## config.mk

```make
export PLATFORM = sky130hd
export DESIGN_NAME = reset_ctrl
export DESIGN_NICKNAME = d
export VERILOG_FILES = /design/src/rtl/reset_ctrl.sv
export SDC_FILE = /design/constraint.sdc
export NUM_CORES = 1
export LEC_CHECK = 0
export BUFFER_PORTS_ARGS = -buffer_cell sky130_fd_sc_hd__buf_4
export CORE_ASPECT_RATIO = 0.6
export CORE_MARGIN = 4
export CORE_UTILIZATION = 61
export CTS_CLUSTER_DIAMETER = 60
export DETAILED_ROUTE_END_ITERATION = 16
export GPL_TIMING_DRIVEN = 0
export PLACE_DENSITY = 0.8
export RECOVER_POWER = 50
export SYNTH_ARGS = -nofsm -noshare
export SYNTH_HDL_FRONTEND = slang
export SYNTH_SLANG_ARGS = --single-unit
```

## constraint.sdc

```tcl
create_clock -name clk -period 3.9 [get_ports clk]
set_input_delay 0.78 -clock clk [delete_from_list [all_inputs] [get_ports clk]]
set_output_delay 0.78 -clock clk [all_outputs]
set_load 0.03 [all_outputs]
```

## src/rtl/reset_ctrl.sv

```systemverilog
// Reset sequencer: synchronises and debounces the reset switch, synchronises the
// clock-manager lock flag, and holds chip_reset until lock has been stable long enough.
module reset_ctrl #(
  parameter int unsigned DEBOUNCE_CYC  = 65536,
  parameter int unsigned HOLD_CYC      = 1024,
  parameter bit          SW_ACTIVE_LOW = 1'b1
) (
  input  logic       clk,
  input  logic       reset,
  input  logic       reset_sw,
  input  logic       locked,
  output logic       chip_reset,
  output logic [1:0] rst_cause,
  output logic [7:0] rst_count
);

  localparam int unsigned DB_W   = $clog2(DEBOUNCE_CYC);
  localparam int unsigned HOLD_W = (HOLD_CYC > 1) ? $clog2(HOLD_CYC) : 1;

  localparam logic [DB_W-1:0]   DB_LAST   = DB_W'(DEBOUNCE_CYC - 1);
  localparam logic [HOLD_W-1:0] HOLD_LAST = HOLD_W'(HOLD_CYC - 1);

  localparam logic [1:0] CAUSE_POR  = 2'b00;
  localparam logic [1:0] CAUSE_SW   = 2'b01;
  localparam logic [1:0] CAUSE_LOCK = 2'b10;

  typedef enum logic [1:0] {
    S_ASSERT    = 2'd0,
    S_WAIT_LOCK = 2'd1,
    S_HOLD      = 2'd2,
    S_RUN       = 2'd3
  } state_t;

  logic              sw_pressed;
  logic              sw_meta, sw_sync, sw_db;
  logic              lock_meta, lock_sync;
  logic [DB_W-1:0]   db_cnt;
  logic [HOLD_W-1:0] hold_cnt, hold_nxt;
  state_t            state, state_nxt;
  logic [1:0]        cause_nxt;
  logic [7:0]        count_nxt, count_inc;

  assign sw_pressed = SW_ACTIVE_LOW ? ~reset_sw : reset_sw;

  always_ff @(posedge clk or posedge reset) begin
    if (reset) begin
      sw_meta   <= 1'b0;
      sw_sync   <= 1'b0;
      lock_meta <= 1'b0;
      lock_sync <= 1'b0;
    end else begin
      sw_meta   <= sw_pressed;
      sw_sync   <= sw_meta;
      lock_meta <= locked;
      lock_sync <= lock_meta;
    end
  end

  // Counter only runs while the synced and debounced values disagree.
  always_ff @(posedge clk or posedge reset) begin
    if (reset) begin
      db_cnt <= '0;
      sw_db  <= 1'b0;
    end else if (sw_sync == sw_db) begin
      db_cnt <= '0;
    end else if (db_cnt == DB_LAST) begin
      db_cnt <= '0;
      sw_db  <= sw_sync;
    end else begin
      db_cnt <= db_cnt + DB_W'(1);
    end
  end

  assign count_inc = (rst_count == '1) ? rst_count : rst_count + 8'd1;

  always_comb begin
    state_nxt = state;
    hold_nxt  = hold_cnt;
    cause_nxt = rst_cause;
    count_nxt = rst_count;
    case (state)
      S_ASSERT: begin
        if (!sw_db) state_nxt = S_WAIT_LOCK;
      end
      S_WAIT_LOCK: begin
        if (lock_sync) begin
          state_nxt = S_HOLD;
          hold_nxt  = '0;
        end
      end
      S_HOLD: begin
        if (sw_db)                      state_nxt = S_ASSERT;
        else if (!lock_sync)            state_nxt = S_WAIT_LOCK;
        else if (hold_cnt == HOLD_LAST) state_nxt = S_RUN;
        else                            hold_nxt  = hold_cnt + HOLD_W'(1);
      end
      S_RUN: begin
        // Switch takes priority when it coincides with lock loss.
        if (sw_db) begin
          state_nxt = S_ASSERT;
          cause_nxt = CAUSE_SW;
          count_nxt = count_inc;
        end else if (!lock_sync) begin
          state_nxt = S_WAIT_LOCK;
          cause_nxt = CAUSE_LOCK;
          count_nxt = count_inc;
        end
      end
      default: state_nxt = S_ASSERT;
    endcase
  end

  always_ff @(posedge clk or posedge reset) begin
    if (reset) begin
      state      <= S_ASSERT;
      hold_cnt   <= '0;
      chip_reset <= 1'b1;
      rst_cause  <= CAUSE_POR;
      rst_count  <= '0;
    end else begin
      state      <= state_nxt;
      hold_cnt   <= hold_nxt;
      chip_reset <= (state_nxt != S_RUN);
      rst_cause  <= cause_nxt;
      rst_count  <= count_nxt;
    end
  end

endmodule

```

==> parameters.txt, run 1 <==
Parameter                              Value

Outcome
  Outcome    complete, but fails checks
  Failing checks    max-capacitance violations, max-slew violations

Place
  Placer congestion estimate    0.853
  IO buf count    14
  Pre-CTS setup slack    2.03 ns
  Sum of net half-perimeters after detailed placement    approximately 3000 µm

Power
  Worst vdd ir    between 400 and 500 µV
  Leakage component of the power    roughly 0.0010 µW
  Ratio of total power to cell area    between 400 and 500 mW/mm²
  Switch Pwr    roughly 330 µW
  Total design power    1040 µW
  Comb pwr share    approximately 19%
  Internal power    roughly 710 µW
  Share of total power in the clock network    between 20 and 30%
  Fraction of power consumed by sequential logic    51.9%
  Switch share    between 30% and 40%

STA
  Final WS setup    2.01 ns
  Unrepaired setup endpoints after global routing    no
  Maximum clock skew at final layout    just under 0.007 ns
  Slew at the pin closest to its max-slew limit    approximately 1.6 ns
  Worst slew margin relative to its limit    -6.23%
  Min Tclk post-route    1.89 ns
  Post-route fraction of the period consumed by the critical path    between 40% and 50%
  Final max-slew violation count    45
  Achievable clock frequency    530 MHz
  Fin Setup TNS    0 ns
  Final number of setup-violating endpoints    0
  Total count of hold-check failures in the final report    0

Worst setup path
  Worst Path Required    4.04 ns
  Critical Path End    hold_cnt[3]
  Endpoint of the worst register-to-register path    db_cnt[7]
  CP startpoint kind    input port
  Source of the critical timing path    reset
  Category of the critical setup timing path    input port to async pin
  Type of destination of the critical path    async pin
  Stages on the worst setup path    2
  Worst-case reg-to-reg path depth    6
  Buf+Inv Stages, Crit Path    2
  Critical R2R Launch    db_cnt[0]
  Critical path arrival    ~2.0 ns
  Highest-delay cell along the critical path    sky130_fd_sc_hd__inv_1
  Largest incremental delay on the critical path    between 1 and 1.5 ns
  Cells traversed along the worst timing path    clkbuf_4 > inv_1
  Cell class contributing the biggest share of worst-path delay    buffers and inverters
  Internal reg-to-reg setup slack    2.02 ns
  Crit-path max FO    between 40 and 50

Synthesis
  Synth Area in XOR/XNOR    around 8.2%
  Post-Syn Nets    between 200 and 250
  Synthesized-area fraction occupied by ao, oa, aoi and oai cells    under 10%
  Adder-cell area share of the yosys netlist    ~1.8%
  Post-synth EDFFs    0
  Share of synthesized registers carrying an async set or reset    100%
  Synth Cell Area    0.00212 mm²
  Syn_area_per_cell    between 10 and 15 µm²
  Warnings, synthesis    0
  Mapped Cells    between 200 and 250
  Mux share of post-synthesis cell area    around 1.6%
  Post-synthesis register bit count    44
  Top_reg_cell synth    sky130_fd_sc_hd__dfrtp_1
  Post-Synth Simple-Gate Area    24.8%
  Count of cell types in the netlist    42
  Post-synthesis sequential area ratio    about half
  Dominant combinational cell family by area after synthesis    simple AND/OR/NAND/NOR gates

Route
  DRC violations left    0
  Final ANT Viol Nets    0
  Routed len/inst    15.4 µm
  Number of design-rule violations left by the first detailed-router iteration    96
  Vias per cell    between 5 and 6
  Pre-antenna DRT Iters    4
  Wirelength, routed    about 4200 µm
  Via total after detailed routing    1,590

Clock network
  Clock Latency Late Sink    approximately 0.31 ns
  Buffer count from post-CTS setup fixing    0
  Maximum root-to-sink buffer count    2
  CTS tree    done
  Cts bufs inserted    5
  Post-CTS sizing    0
  Worst-path clk slew    around 0.090 ns
  Clock Sink Count    44
  CTS Root Buffer Type    sky130_fd_sc_hd__clkbuf_8
  Number of H-tree levels    2
  CTS Hold Buffers Added    0

Finish
  Most common cell after layout, fill and taps aside    sky130_fd_sc_hd__dfrtp_1
  Most frequent cells in the layout    sky130_fd_sc_hd__dfrtp_1, sky130_fd_sc_hd__nor2_1, sky130_fd_sc_hd__nand3_1
  Number of antenna cells inserted    0
  Net count, final    approximately 230
  Area Overhead vs Synth    12.2%
  Layout cells sized above 1    15.6%

Global routing
  Overall overflow remaining after global route    0
  GRT Overall Usage    a little over a fifth
  Via count of the first global-routing pass    between 1,500 and 2,000
  Antenna violations before repair    0
  First-pass GRT wire length    roughly 7100 µm
  Pin count of the biggest net entering global routing    45

Die
  Standard cell core area    0.00330 mm²
  Die area    0.00452 mm²
  Top Ports    15
  Chip Height    53.7 µm
  Initial core utilization    around 64%
  DIE WIDTH    ~84 µm
  Number of core rows    16

Hold path
  Class of the most critical hold timing path    flip-flop to flip-flop

Job
  Max-cap viol count    1
-- cells in the mapped netlist (3+ instances only) --
cell type | instances | area [µm²]
sky130_fd_sc_hd__ha_1 | 3 | 37.5
sky130_fd_sc_hd__nor2_1 | 22 | 82.6
sky130_fd_sc_hd__xor2_1 | 4 | 35.0
sky130_fd_sc_hd__nand2_1 | 15 | 56.3
sky130_fd_sc_hd__and3_1 | 5 | 31.3
sky130_fd_sc_hd__nor4_1 | 3 | 18.8
sky130_fd_sc_hd__dfrtp_1 | 43 | 1080
sky130_fd_sc_hd__or4_1 | 3 | 22.5
sky130_fd_sc_hd__nand4_1 | 7 | 43.8
sky130_fd_sc_hd__o31ai_1 | 4 | 30.0
sky130_fd_sc_hd__inv_1 | 10 | 37.5
sky130_fd_sc_hd__nand3_1 | 17 | 85.1
sky130_fd_sc_hd__a21oi_1 | 6 | 30.0
sky130_fd_sc_hd__nor3_1 | 6 | 30.0
sky130_fd_sc_hd__xnor2_1 | 16 | 140
sky130_fd_sc_hd__a31oi_1 | 3 | 18.8
sky130_fd_sc_hd__o21a_1 | 3 | 22.5
sky130_fd_sc_hd__o21ai_0 | 5 | 25.0
-- power groups by stage --
stage | clock network, µW | logic, µW | registers (µW)
2_1_floorplan | 0 | 81.7 | 585
3_3_place_gp | 0 | 187 | 541
3_5_place_dp | 0 | 194 | 546
4_1_cts | 311 | 195 | 538
5_1_grt | 336 | 210 | 545
6_report | 308 | 192 | 539
-- cells by family (layout without fill, tap and decap cells) --
group | after synthesis | count (layout)
fa+ha+maj | 3 | 3
flops | 44 | 44
simple gates | 94 | 94
xor+xnor | 20 | 20
mux | 3 | 3
buf+inv | 12 | 34
compound gates | 27 | 27
-- registers in the layout (all words and copies together), names as in the netlist --
signal      flops
hold_cnt       10
sw_db           1
state           2
chip_reset      1
lock_sync       1
sw_sync         1
lock_meta       1
sw_meta         1
rst_count       8
rst_cause       2
db_cnt         16
-- per-layer routing --
layer,vias to the layer above,track usage (%),routed length (µm),part of all wire (%)
li1,764,-,-,-
met2,42,31.3,1820,44
met3,11,5.50,210,5.0
met5,-,0,0,0
met4,0,13.6,131,3.1
met1,773,28.0,2000,48
-- per-stage QoR --
stage	area [µm²]	utilization, %	hold slack (ns)	instances
after floorplan	2120	-	0.331	203
after global placement	2280	69.2	0.335	262
after detailed placement	2280	69.2	0.339	262
after CTS	2380	72.1	0.362	270
after global routing	2380	72.1	0.376	270
final	2380	72.1	0.360	270
-- area by class of cell --
class                   count  area (µm²)
flip-flops and latches     44        1100
multi-input cells         147         972
fillers                   235         921
repair buffers             14         105
clock buffers               6        82.6
well taps                  45        56.3
inverters                  10        37.5
clock inverters             2        15.0
plain buffers               2        11.3
-- worst min path at each step --
stage	start	end	slack (ns)	depth (start not counted)
finish	lock_meta	lock_sync	0.36	0
global route	lock_meta	lock_sync	0.38	0
CTS	lock_meta	lock_sync	0.36	0
detailed placement	sw_meta	sw_sync	0.34	0
global placement	sw_meta	sw_sync	0.34	0
floorplan	lock_meta	lock_sync	0.33	0
(Power assumes the default switching activity.)
==> run 2, diff against run 1 <==
--- a/config.mk
+++ b/config.mk
@@ -8,11 +8,11 @@
 export BUFFER_PORTS_ARGS = -buffer_cell sky130_fd_sc_hd__buf_4
 export CORE_ASPECT_RATIO = 0.6
 export CORE_MARGIN = 4
-export CORE_UTILIZATION = 61
+export CORE_UTILIZATION = 59
 export CTS_CLUSTER_DIAMETER = 60
 export DETAILED_ROUTE_END_ITERATION = 16
 export GPL_TIMING_DRIVEN = 0
-export PLACE_DENSITY = 0.8
+export PLACE_DENSITY = 0.78
 export RECOVER_POWER = 50
 export SYNTH_ARGS = -nofsm -noshare
 export SYNTH_HDL_FRONTEND = slang
==> constraint.sdc (replaced) <==
create_clock -name clk -period 1.8 [get_ports clk]
set_input_delay 0.36 -clock clk [delete_from_list [all_inputs] [get_ports clk]]
set_output_delay 0.36 -clock clk [all_outputs]
set_load 0.03 [all_outputs]
==> run 2 against run 1 <==
Against the previous run:
- highest routed layer unchanged
- sequential share of layout area decreased by 1.1 points
- final cell count increased by 1.9%
- via count increased by 3.0%
- power increased by 120%
- cell area increased by 2.4%
- non-clock buffer count increased by 5
- largest power group unchanged
- critical path depth increased by 4
- die area increased by 3.0%
- sequential cell count unchanged
- clock power increased by 110%
- the run now ends clean
==> parameters.txt, run 2 (synthesis gave the netlist of run 1 again) <==
Parameter                              Value

Outcome
  Outcome    finished, final reports clean

Worst setup path
  Worst-case reg-to-reg path depth    6
  Internal reg-to-reg setup slack    0.05 ns
  Source of the critical timing path    db_cnt[0]
  Cells traversed along the worst timing path    ha_2 > nand2_2 > nor4_4 > a31o_2 > buf_4 > nor2_1
  Highest-delay cell along the critical path    sky130_fd_sc_hd__dfrtp_1
  Largest incremental delay on the critical path    around 0.42 ns
  Category of the critical setup timing path    flip-flop to flip-flop
  CP startpoint kind    flip-flop
  Crit-path max FO    10
  Stages on the worst setup path    6
  Buf+Inv Stages, Crit Path    1
  Worst Path Required    slightly below 2 ns
  Critical R2R Launch    db_cnt[0]
  Type of destination of the critical path    flip-flop
  Cell class contributing the biggest share of worst-path delay    simple AND/OR/NAND/NOR gates
  Critical path arrival    1.94 ns
  Endpoint of the worst register-to-register path    db_cnt[7]

Die
  Number of core rows    16
  DIE WIDTH    between 80 and 90 µm
  Standard cell core area    roughly 0.0034 mm²
  Chip Height    approximately 54 µm
  Top Ports    15
  Initial core utilization    between 60 and 70%
  Die area    around 0.0047 mm²

Power
  Total design power    between 2000 and 2500 µW
  Worst vdd ir    about 930 µV
  Leakage component of the power    around 0.0011 µW
  Ratio of total power to cell area    919 mW/mm²

STA
  Post-route fraction of the period consumed by the critical path    between 90% and 100%
  Achievable clock frequency    about 570 MHz
  Final number of setup-violating endpoints    0
  Worst slew margin relative to its limit    about two fifths
  Min Tclk post-route    1.75 ns
  Slew at the pin closest to its max-slew limit    roughly 0.88 ns
  Maximum clock skew at final layout    approximately 0.0066 ns
  Final max-slew violation count    0
  Total count of hold-check failures in the final report    0

Route
  Via total after detailed routing    ~1,600
  Final ANT Viol Nets    0
  Wirelength, routed    around 4200 µm
  DRC violations left    0
  Routed len/inst    15.2 µm
  Vias per cell    a little under 6
  Number of design-rule violations left by the first detailed-router iteration    136
  Pre-antenna DRT Iters    4

Hold path
  Hold Path Sink    lock_meta
  Cell count of the worst hold path    1
  Class of the most critical hold timing path    input port to flip-flop
  Hold Startpoint    locked

Clock network
  Maximum root-to-sink buffer count    2
  Worst-path clk slew    0.09 ns
  Number of H-tree levels    2
  Clock Sink Count    between 40 and 50
  CTS Root Buffer Type    sky130_fd_sc_hd__clkbuf_8
  Clock Latency Late Sink    0.29 ns
  CTS tree    done
  Cts bufs inserted    5

Finish
  Number of standard cells in the final layout excluding fillers    about 280
  FILL cells    ~240
  Largest register FFs    16
  Most common cell after layout, fill and taps aside    sky130_fd_sc_hd__dfrtp_1
  Number of antenna cells inserted    0
  Layout cells sized above 1    between 20% and 30%
  Net count, final    ~240
  Largest Register    db_cnt
  Most frequent cells in the layout    sky130_fd_sc_hd__dfrtp_1, sky130_fd_sc_hd__nor2_1, sky130_fd_sc_hd__buf_4
  Regs by FF count    db_cnt (16), hold_cnt (10), rst_count (8)
  Area Overhead vs Synth    14.8%

Place
  Cell count after placement    roughly 260
  Placer congestion estimate    just over 0.8
  Sum of net half-perimeters after detailed placement    around 2900 µm
  IO buf count    14

Job
  Max-cap viol count    0

Global routing
  Via count of the first global-routing pass    ~1,500
  Pin count of the biggest net entering global routing    45
  GRT Overall Usage    approximately a fifth
  Antenna violations before repair    0
  First-pass GRT wire length    6860 µm
  Overall overflow remaining after global route    0
-- run 2: cell count changes in the layout (fill, tap and decap cells not counted) --
cell                      previous run  this run
sky130_fd_sc_hd__buf_4              12        17
sky130_fd_sc_hd__a21oi_1             6         5
sky130_fd_sc_hd__a21oi_2             0         1
sky130_fd_sc_hd__ha_1                3         2
sky130_fd_sc_hd__ha_2                0         1
sky130_fd_sc_hd__inv_1              10         9
sky130_fd_sc_hd__inv_2               0         1
sky130_fd_sc_hd__nand2_1            15        14
sky130_fd_sc_hd__nand2_2             0         1
sky130_fd_sc_hd__nand3_1            17        16
sky130_fd_sc_hd__nand3_2             1         2
sky130_fd_sc_hd__nor3_1              6         5
sky130_fd_sc_hd__nor3_2              0         1
-- run 2: layer usage --
layer | part of all wire (%) | wire length, µm | global-route usage [%] | vias up
met5 | 0 | 0 | 0 | -
met4 | 0.74 | 31 | 6.32 | 0
met3 | 6.2 | 261 | 5.56 | 5
met2 | 43 | 1790 | 29.9 | 56
met1 | 50 | 2100 | 26.5 | 798
li1 | - | - | - | 778
-- run 2: area by class of cell --
type                    instances  area, µm²  area share [%]
flip-flops and latches         44       1100            45.2
repair buffers                 19        143            5.85
well taps                      45       56.3            2.31
multi-input cells             147        991            40.6
plain buffers                   2       11.3           0.462
clock buffers                   6       82.6            3.39
inverters                      10       37.5            1.54
clock inverters                 2       15.0           0.616
-- run 2: what timing repair did --
action	4_1_cts	5_1_grt
setup buffers	0	5
endpoints found under the setup margin	11	17
hold endpoints to repair	0	0
hold buffers	0	0
pin swaps	1	4
gates resized for setup	0	5
-- run 2: worst max-delay path by stage --
stage,end,slack [ns]
6_report,db_cnt[7],0.05
5_1_grt,db_cnt[7],-0.02
4_1_cts,hold_cnt[4],0.04
3_5_place_dp,db_cnt[7],-0.02
3_3_place_gp,db_cnt[9],-0.10
2_1_floorplan,sw_db,0.21
-- run 2: stage by stage --
step	setup slack [ns]	TNS, ns	area (µm²)	hold WS (ns)	utilization [%]
detailed placement	-0.0163	-0.0371	2280	0.342	67.9
global placement	-0.101	-4.31	2280	0.333	67.9
floorplan	0.205	0	2120	0.331	-
global route	-0.0168	-0.0673	2440	0.171	72.5
CTS	0.0418	0	2380	0.162	70.8
finish	0.0488	0	2440	0.188	72.5
-- run 2: power breakdown --
part / switching (µW) / internal [µW] / total (µW)
Sequential: 95.6 / 1070 / 1160
Combinational: 255 / 166 / 421
Clock: 347 / 311 / 658
Total: 698 / 1540 / 2240
==> run 3, diff against run 2 <==
--- a/config.mk
+++ b/config.mk
@@ -7,12 +7,10 @@
 export LEC_CHECK = 0
 export BUFFER_PORTS_ARGS = -buffer_cell sky130_fd_sc_hd__buf_4
 export CORE_ASPECT_RATIO = 0.6
-export CORE_MARGIN = 4
-export CORE_UTILIZATION = 59
+export CORE_UTILIZATION = 40
 export CTS_CLUSTER_DIAMETER = 60
 export DETAILED_ROUTE_END_ITERATION = 16
 export GPL_TIMING_DRIVEN = 0
-export PLACE_DENSITY = 0.78
 export RECOVER_POWER = 50
 export SYNTH_ARGS = -nofsm -noshare
 export SYNTH_HDL_FRONTEND = slang
==> run 3 against run 2 <==
Against the previous run:
- combinational power is 3% higher
- clock power hardly changed
- via count is 5.1% lower
- routed wire length is 3.5% lower
- clock-buffer cell count is 1 higher
- critical path type unchanged
- non-clock buffer count is 1 higher
- first-iteration DRC count is 46% lower
- register-to-register slack better by 0.02 ns
- critical path depth is 1 lower
- power is 0.54% higher
==> parameters.txt, run 3 (synthesis gave the netlist of run 1 again) <==
Parameter                              Value

STA
  Fin Setup TNS    0 ns
  Final WS setup    0.0646 ns
  Post-route worst hold slack    0.125 ns
  Post-route fraction of the period consumed by the critical path    96.4%
  Min Tclk post-route    ~1.7 ns
  Final number of setup-violating endpoints    0
  Maximum clock skew at final layout    approximately 0.0083 ns
  Final max-slew violation count    0
  Slew at the pin closest to its max-slew limit    between 0.7 and 0.8 ns
  Achievable clock frequency    576 MHz
  Total count of hold-check failures in the final report    0
  Worst slew margin relative to its limit    about half
  Unrepaired setup endpoints after global routing    yes

Route
  Pre-antenna DRT Iters    6
  Vias per cell    roughly 5.2
  Number of design-rule violations left by the first detailed-router iteration    73
  Final ANT Viol Nets    0
  DRC violations left    0
  Routed len/inst    approximately 14 µm
  Wirelength, routed    ~4000 µm
  Via total after detailed routing    1,553

Worst setup path
  Critical R2R Launch    sw_db
  Critical path arrival    slightly below 2 ns
  Type of destination of the critical path    flip-flop
  Largest incremental delay on the critical path    between 0.4 and 0.5 ns
  Source of the critical timing path    sw_db
  Category of the critical setup timing path    flip-flop to flip-flop
  Crit-path max FO    8
  Worst Path Required    approximately 2.0 ns
  Cells traversed along the worst timing path    and3b_2 > o311ai_4 > buf_4 > or4_1 > a21oi_2
  Highest-delay cell along the critical path    sky130_fd_sc_hd__dfrtp_1
  CP startpoint kind    flip-flop

Clock network
  Clock Latency Late Sink    0.29 ns
  Cts bufs inserted    5
  Worst-path clk slew    about 0.080 ns
  CTS Root Buffer Type    sky130_fd_sc_hd__clkbuf_8
  Clock Sink Count    between 40 and 50
  CTS tree    done
  Maximum root-to-sink buffer count    2
  Number of H-tree levels    2

Power
  Internal power    roughly 1600 µW
  Share of total power in the clock network    slightly below 30%
  Comb pwr share    a little under a fifth
  Switch Pwr    approximately 670 µW
  Ratio of total power to cell area    a little over 900 mW/mm²
  Switch share    29.8%
  Worst vdd ir    a little under 800 µV
  Leakage component of the power    about 0.0011 µW
  Fraction of power consumed by sequential logic    about 52%

Finish
  Regs by FF count    db_cnt (16), hold_cnt (10), rst_count (8)
  Area Overhead vs Synth    16.6%
  Largest register FFs    16
  Layout cells sized above 1    between 20% and 30%
  Most frequent cells in the layout    sky130_fd_sc_hd__dfrtp_1, sky130_fd_sc_hd__nor2_1, sky130_fd_sc_hd__buf_4
  Most common cell after layout, fill and taps aside    sky130_fd_sc_hd__dfrtp_1
  Net count, final    approximately 240
  Post-route cell area    roughly 0.0025 mm²
  Largest Register    db_cnt
  FILL cells    approximately 470
  Number of antenna cells inserted    0

Die
  Chip Height    58.4 µm
  Standard cell core area    slightly above 0.005 mm²
  Top Ports    15
  DIE WIDTH    between 90 and 100 µm
  Die area    roughly 0.0056 mm²
  Initial core utilization    around two fifths
  Number of core rows    20

Place
  IO buf count    14
  Pre-CTS setup slack    -0.0303 ns
  Cell area reported after detailed placement    0.00233 mm²
  Placer congestion estimate    between 0.7 and 0.8
  Sum of net half-perimeters after detailed placement    approximately 2800 µm

Job
  Max-cap viol count    0

Global routing
  GRT Overall Usage    between 10% and 20%
  First-pass GRT wire length    around 7000 µm
  Pin count of the biggest net entering global routing    32
  Antenna violations before repair    0
  Overall overflow remaining after global route    0
  Via count of the first global-routing pass    around 1,400

Outcome
  Outcome    finished, final reports clean

Hold path
  Class of the most critical hold timing path    input port to async pin
run 3: cell type report:
| class | instances | area (µm²) | share of cell area, % |
|---|---|---|---|
| Sequential cell | 44 | 1100 | 44.6 |
| Multi-Input combinational cell | 147 | 997 | 40.3 |
| Buffer | 2 | 11.3 | 0.455 |
| Tap cell | 66 | 82.6 | 3.34 |
| Timing Repair Buffer | 20 | 148 | 5.96 |
| Inverter | 10 | 37.5 | 1.52 |
| Clock buffer | 7 | 96.3 | 3.89 |
run 3: worst paths after layout:
| kind | end | slack, ns | cells past startpoint |
|---|---|---|---|
| hold / removal | rst_count[1] | 0.13 | 2 |
| max in group asynchronous | db_cnt[2] | 0.50 | 3 |
| hold reg to reg | sw_sync | 0.35 | 0 |
| setup / recovery | hold_cnt[3] | 0.06 | 5 |
| setup reg to reg | hold_cnt[3] | 0.06 | 5 |
| min in group clk | lock_meta | 0.19 | 1 |
run 3: repair_timing:
item / CTS / global route
endpoints found under the hold margin: 0 / 0
hold buffers: 0 / 0
setup endpoints to repair: 11 / 16
pin swaps: 1 / 2
buffers inserted: 0 / 5
gates resized for setup: 0 / 8
run 3: power by group through the flow:
stage	Clock [µW]	Sequential, µW	Combinational [µW]
after floorplan	0	1270	177
final	658	1160	433
after global placement	0	1180	411
after detailed placement	0	1180	421
after CTS	679	1160	421
after global routing	723	1180	478
run 3: layer usage:
layer  track usage, %  part of all wire, %  vias up
li1                 -                    -      780
met1             28.8                   59      739
met2             20.1                   36       30
met3             4.65                  4.7        4
met4             3.84                 0.69        0
met5                0                    0        -
run 3: worst max-delay path, delay by kind of cell (launching register included):
family,cells,cell delay [ns]
AO/OA/AOI/OAI,2,0.28
buffers and inverters,1,0.17
flip-flops,1,0.46
AND/OR/NAND/NOR,2,0.76
run 3: through the flow:
step | instances | power, µW | util (%)
floorplan | 203 | 1450 | -
global placement | 283 | 1590 | 45.5
detailed placement | 284 | 1600 | 45.9
CTS | 291 | 2260 | 47.8
global route | 296 | 2380 | 48.7
finish | 296 | 2250 | 48.7
